## src/rtl/mem_port_arbiter.sv

```systemverilog
// Shares one single-port memory between instruction fetch and the load/store path.
// Serves one multi-cycle access at a time; contention alternates between requesters.
module mem_port_arbiter #(
    parameter int ADDR_W  = 16,
    parameter int DATA_W  = 16,
    parameter int MEM_LAT = 2
) (
    input  logic              clk,
    input  logic              reset_n,
    input  logic              if_req,
    input  logic [ADDR_W-1:0] if_addr,
    output logic              if_valid,
    output logic [DATA_W-1:0] if_rdata,
    input  logic              MemR,
    input  logic              MemW,
    input  logic [ADDR_W-1:0] d_addr,
    input  logic [DATA_W-1:0] d_wdata,
    output logic              d_valid,
    output logic [DATA_W-1:0] d_rdata,
    output logic              stall,
    output logic              mem_en,
    output logic              mem_we,
    output logic [ADDR_W-1:0] mem_addr,
    output logic [DATA_W-1:0] mem_wdata,
    input  logic [DATA_W-1:0] mem_rdata
);
    localparam int CNT_W = (MEM_LAT > 1) ? $clog2(MEM_LAT) : 1;
    localparam logic [CNT_W-1:0] CNT_LAST = CNT_W'(MEM_LAT - 1);

    typedef enum logic [1:0] {IDLE, BUSY, RESP} state_t;
    typedef enum logic {FETCH, DATA} req_t;

    state_t           state;
    state_t           state_next;
    req_t             owner;
    req_t             last;
    logic [CNT_W-1:0] cnt;
    logic             data_pend;
    logic             grant;
    logic             grant_data;
    logic             done;

    assign data_pend  = MemR | MemW;
    // On a tie the requester that was not served most recently wins.
    assign grant_data = data_pend & (~if_req | (last == FETCH));
    assign done       = (state == BUSY) && (cnt == CNT_LAST);

    // NOTE: sequential state uses non-blocking assignments so every register samples pre-edge values.
    always_ff @(posedge clk or negedge reset_n) begin
        if (!reset_n) begin
            state <= IDLE;
        end else begin
            state <= state_next;
        end
    end

    // NOTE: defaults come first so no path through this block leaves a variable unassigned (no latch).
    always_comb begin
        state_next = state;
        grant      = 1'b0;
        unique case (state)
            IDLE, RESP: begin
                if (data_pend || if_req) begin
                    state_next = BUSY;
                    grant      = 1'b1;
                end else begin
                    state_next = IDLE;
                end
            end
            BUSY: begin
                if (done) begin
                    state_next = RESP;
                end
            end
            default: state_next = IDLE;
        endcase
    end

    always_ff @(posedge clk or negedge reset_n) begin
        if (!reset_n) begin
            owner     <= FETCH;
            last      <= FETCH;
            cnt       <= '0;
            mem_en    <= 1'b0;
            mem_we    <= 1'b0;
            mem_addr  <= '0;
            mem_wdata <= '0;
            if_rdata  <= '0;
            d_rdata   <= '0;
        end else if (grant) begin
            owner    <= grant_data ? DATA : FETCH;
            mem_en   <= 1'b1;
            mem_we   <= grant_data & MemW;
            mem_addr <= grant_data ? d_addr : if_addr;
            if (grant_data) begin
                mem_wdata <= d_wdata;
            end
            cnt <= '0;
        end else if (state == BUSY) begin
            cnt <= cnt + 1'b1;
            if (done) begin
                mem_en <= 1'b0;
                mem_we <= 1'b0;
                last   <= owner;
                // Stores leave both read-data registers untouched.
                if (!mem_we) begin
                    if (owner == DATA) begin
                        d_rdata <= mem_rdata;
                    end else begin
                        if_rdata <= mem_rdata;
                    end
                end
            end
        end
    end

    assign if_valid = (state == RESP) && (owner == FETCH);
    assign d_valid  = (state == RESP) && (owner == DATA);
    assign stall    = (data_pend & ~d_valid) | (if_req & ~if_valid);

endmodule

```

## config.mk

```make
export PLATFORM = sky130hd
export DESIGN_NAME = mem_port_arbiter
export DESIGN_NICKNAME = d
export VERILOG_FILES = /design/src/rtl/mem_port_arbiter.sv
export SDC_FILE = /design/constraint.sdc
export NUM_CORES = 1
export LEC_CHECK = 0
export CORE_MARGIN = 10
export CORE_UTILIZATION = 28
export DETAILED_ROUTE_END_ITERATION = 10
export PLACE_DENSITY = 0.64
export REMOVE_ABC_BUFFERS = 1
export SLEW_MARGIN = 15
export SYNTH_ARGS = -nofsm -noshare
export SYNTH_HDL_FRONTEND = slang
export SYNTH_SLANG_ARGS = --single-unit
```

## constraint.sdc

```tcl
create_clock -name clk -period 1.8 [get_ports clk]
set_clock_uncertainty 0.15 [all_clocks]
set_input_delay 0.36 -clock clk [delete_from_list [all_inputs] [get_ports clk]]
set_output_delay 0.36 -clock clk [all_outputs]
set_load 0.02 [all_outputs]
```

==> out/summary.txt <==
vias in the first global route - 2492
Pins Over Slew Limit - 0
clk sinks - 71
Synth area leader - dfrtp_1
status - finished with violations
Slew headroom - 70.3%
number of I/O port buffers - 137
top cell type's share of synthesized area - 60.6%
Ant. Diodes - 0
Setup violations, final - 2
Max Clock Freq - 0.553 GHz
GP Congestion - 0.740
Cell variety after synth - 27
post-synthesis cell count - 200
met3 usage - 4.32%
die height - 122 um
max incr delay on CP - 0.39 ns
post-layout min period - 1.81 ns
worst-path fanout max - 16
pre-CTS WS - -0.423 ns
LEAKAGE - 2.27 nW
gr usage total - 11.6%
fin util - 47.2%
Fin. Hold Viols - 0
post-synthesis cell area - 0.00293 mm2
PwrDens - 1740 mW/mm2
Final Worst Setup Slack - -0.00942 ns
kind of critical path - register to register
DRC Markers - 0
CP top delay family - simple AND/OR/NAND/NOR gates
GR peak layer - met2
RSZ-0062 raised after global routing - yes
drt pass-1 iters - 4
Critical Path Start Type - register
setup_tns - -0.0186 ns
GR Util met2 - 19.6%
post-route ant nets - 0
most common cell after layout, fill and taps aside - dfrtp_1
fill count - 964
grt total ovfl - 0
Slew @ Worst Pin - 0.446 ns
area grow syn2layout - 65.5%
I/O pins - 138
Worst EP required - 1.86 ns
kind of end point of the critical path - register
nets - 429
Total Wirelength - 8.57 mm
maximum clock insertion buffer count - 2
Rows - 37
M1 GR Usage - 13.1%
initial antenna violation count - 0
post-synthesis sequential area ratio - 60.6%
core area - 0.0103 mm2
die area - 0.0150 mm2
Vias - 2211
Reg clk slew, reported paths - 0.07 ns
most frequent cells in the layout - 70 x dfrtp_1, 67 x clkdlybuf4s50_1, 66 x dlygate4sd2_1
CTS H-tree depth - 3
EDFF count, synth - 0
slowest library cell on the worst path - dfrtp_1
Max IR drop VDD - 0.711 mV
wire per inst - 17.1 um
Top FF cell, synth - dfrtp_1
Iteration-0 DRC Markers - 82
CTS tree - built
total CTS buffers - 9
Max-Cap Viols - 0
#FFs+latches synth - 71
final period utilization - 101%
WP buf/inv - 2
Mean Syn Cell Area - 14.7 um2
post-layout total power - 8.46 mW
violated checks - setup timing
fraction of layout cells with a size suffix above 1 - 27.4%
pin count of the biggest net entering global routing - 40
first-pass GRT wire length - 13.6 mm
HPWL after DPL - 6.35 mm
critical path cell sequence - buf_4 -> nand3b_4 -> or3b_4 -> buf_12 -> mux2_4
vias per std cell - 4.41
clk root buf - clkbuf_8
worst hold path type - register to register
largest cells by area after synthesis - dfrtp_1 61%, mux2_2 15%, o21ai_0 5.8%
ys async rst share - 100%
die width - 122 um
Initial Util - 28.5%
Clock Latency Late Sink - 0.33 ns
data arrival time of the worst path - 1.87 ns
YS warnings - 0
sequential cells by signal, indices dropped and copies added (netlist names), 2 cells and up:
register,flops
mem_addr,16
mem_wdata,16
d_rdata,16
if_rdata,16
state,2
timing repair:
action / 4_1_cts / 5_1_grt
setup endpoints to repair: 101 / 51
hold buffers: 1 / 0
endpoints found under the hold margin: 32 / 0
resized for setup: 108 / 6
buffers inserted: 3 / 0
pin swaps: 1 / 0
gates cloned: 2 / 0
path summary, 6_finish.rpt:
check | start | endpoint | slack [ns] | depth (start not counted)
max reg2reg | state[1]$_DFFE_PN0P_ | d_rdata[12]$_DFFE_PN0P_ | -0.009 | 5
min reg2reg | mem_en$_DFFE_PN0P_ | mem_en$_DFFE_PN0P_ | 0.32 | 2
min in group asynchronous | reset_n | mem_wdata[12]$_DFFE_PN0P_ | 0.36 | 2
min | mem_en$_DFFE_PN0P_ | mem_en$_DFFE_PN0P_ | 0.32 | 2
max | state[1]$_DFFE_PN0P_ | d_rdata[12]$_DFFE_PN0P_ | -0.009 | 5
max in group asynchronous | reset_n | state[0]$_DFFE_PN0P_ | 0.55 | 3
report_power, final:
part / total, mW / leakage, nW / switching [mW] / internal, mW
registers: 2.84 / 0.843 / 0.427 / 2.41
clock network: 1.24 / 0.100 / 0.566 / 0.673
logic: 4.38 / 1.33 / 2.15 / 2.22
total: 8.46 / 2.27 / 3.15 / 5.31
cell usage after synthesis, drive strengths merged, types with 2 or more instances:
| cell | n |
|---|---|
| o21ai | 34 |
| buf | 10 |
| nand2 | 2 |
| mux2 | 49 |
| mux2i | 16 |
| inv | 2 |
| nor3 | 2 |
| dfrtp | 71 |
final cells by class:
cell class,count,area [um2],area share [%]
clock buffer,12,145,2.99
tap,136,170,3.51
inverter,2,7.51,0.155
clock inverter,4,45.0,0.929
timing repair buffer,160,1550,31.9
sequential,71,1780,36.7
multi-input combinational,116,1160,23.8
worst reg2reg max path, cell delays in order, from the launching register on:
cell	delay, ns
dfrtp_1	0.39
buf_4	0.14
nand3b_4	0.15
or3b_4	0.39
buf_12	0.17
mux2_4	0.32
per-layer routing:
metal	part of all wire, %	vias up	wire, um
met3	7.6	11	654
li1	-	1038	-
met5	0	-	0
met4	1.4	0	117
met2	51	68	4350
met1	40	1094	3450
per-stage QoR:
step	cells	hold slack [ns]	instance area, um2
final	501	0.325	4850
after global routing	501	0.366	4850
after CTS	503	0.332	4880
after detailed placement	481	0.190	4590
after global placement	481	0.183	4590
after floorplan	189	-0.0856	2850
logic make-up after synthesis:
logic type | after synthesis | share of synthesized area [%]
DFF | 71 | 60.6
muxes | 65 | 25.6
AOI/OAI and AO/OA | 39 | 7.77
buffers and inverters | 13 | 2.90
and+or+nand+nor | 12 | 3.12
No activity file was read; power rests on OpenSTA's default activity.
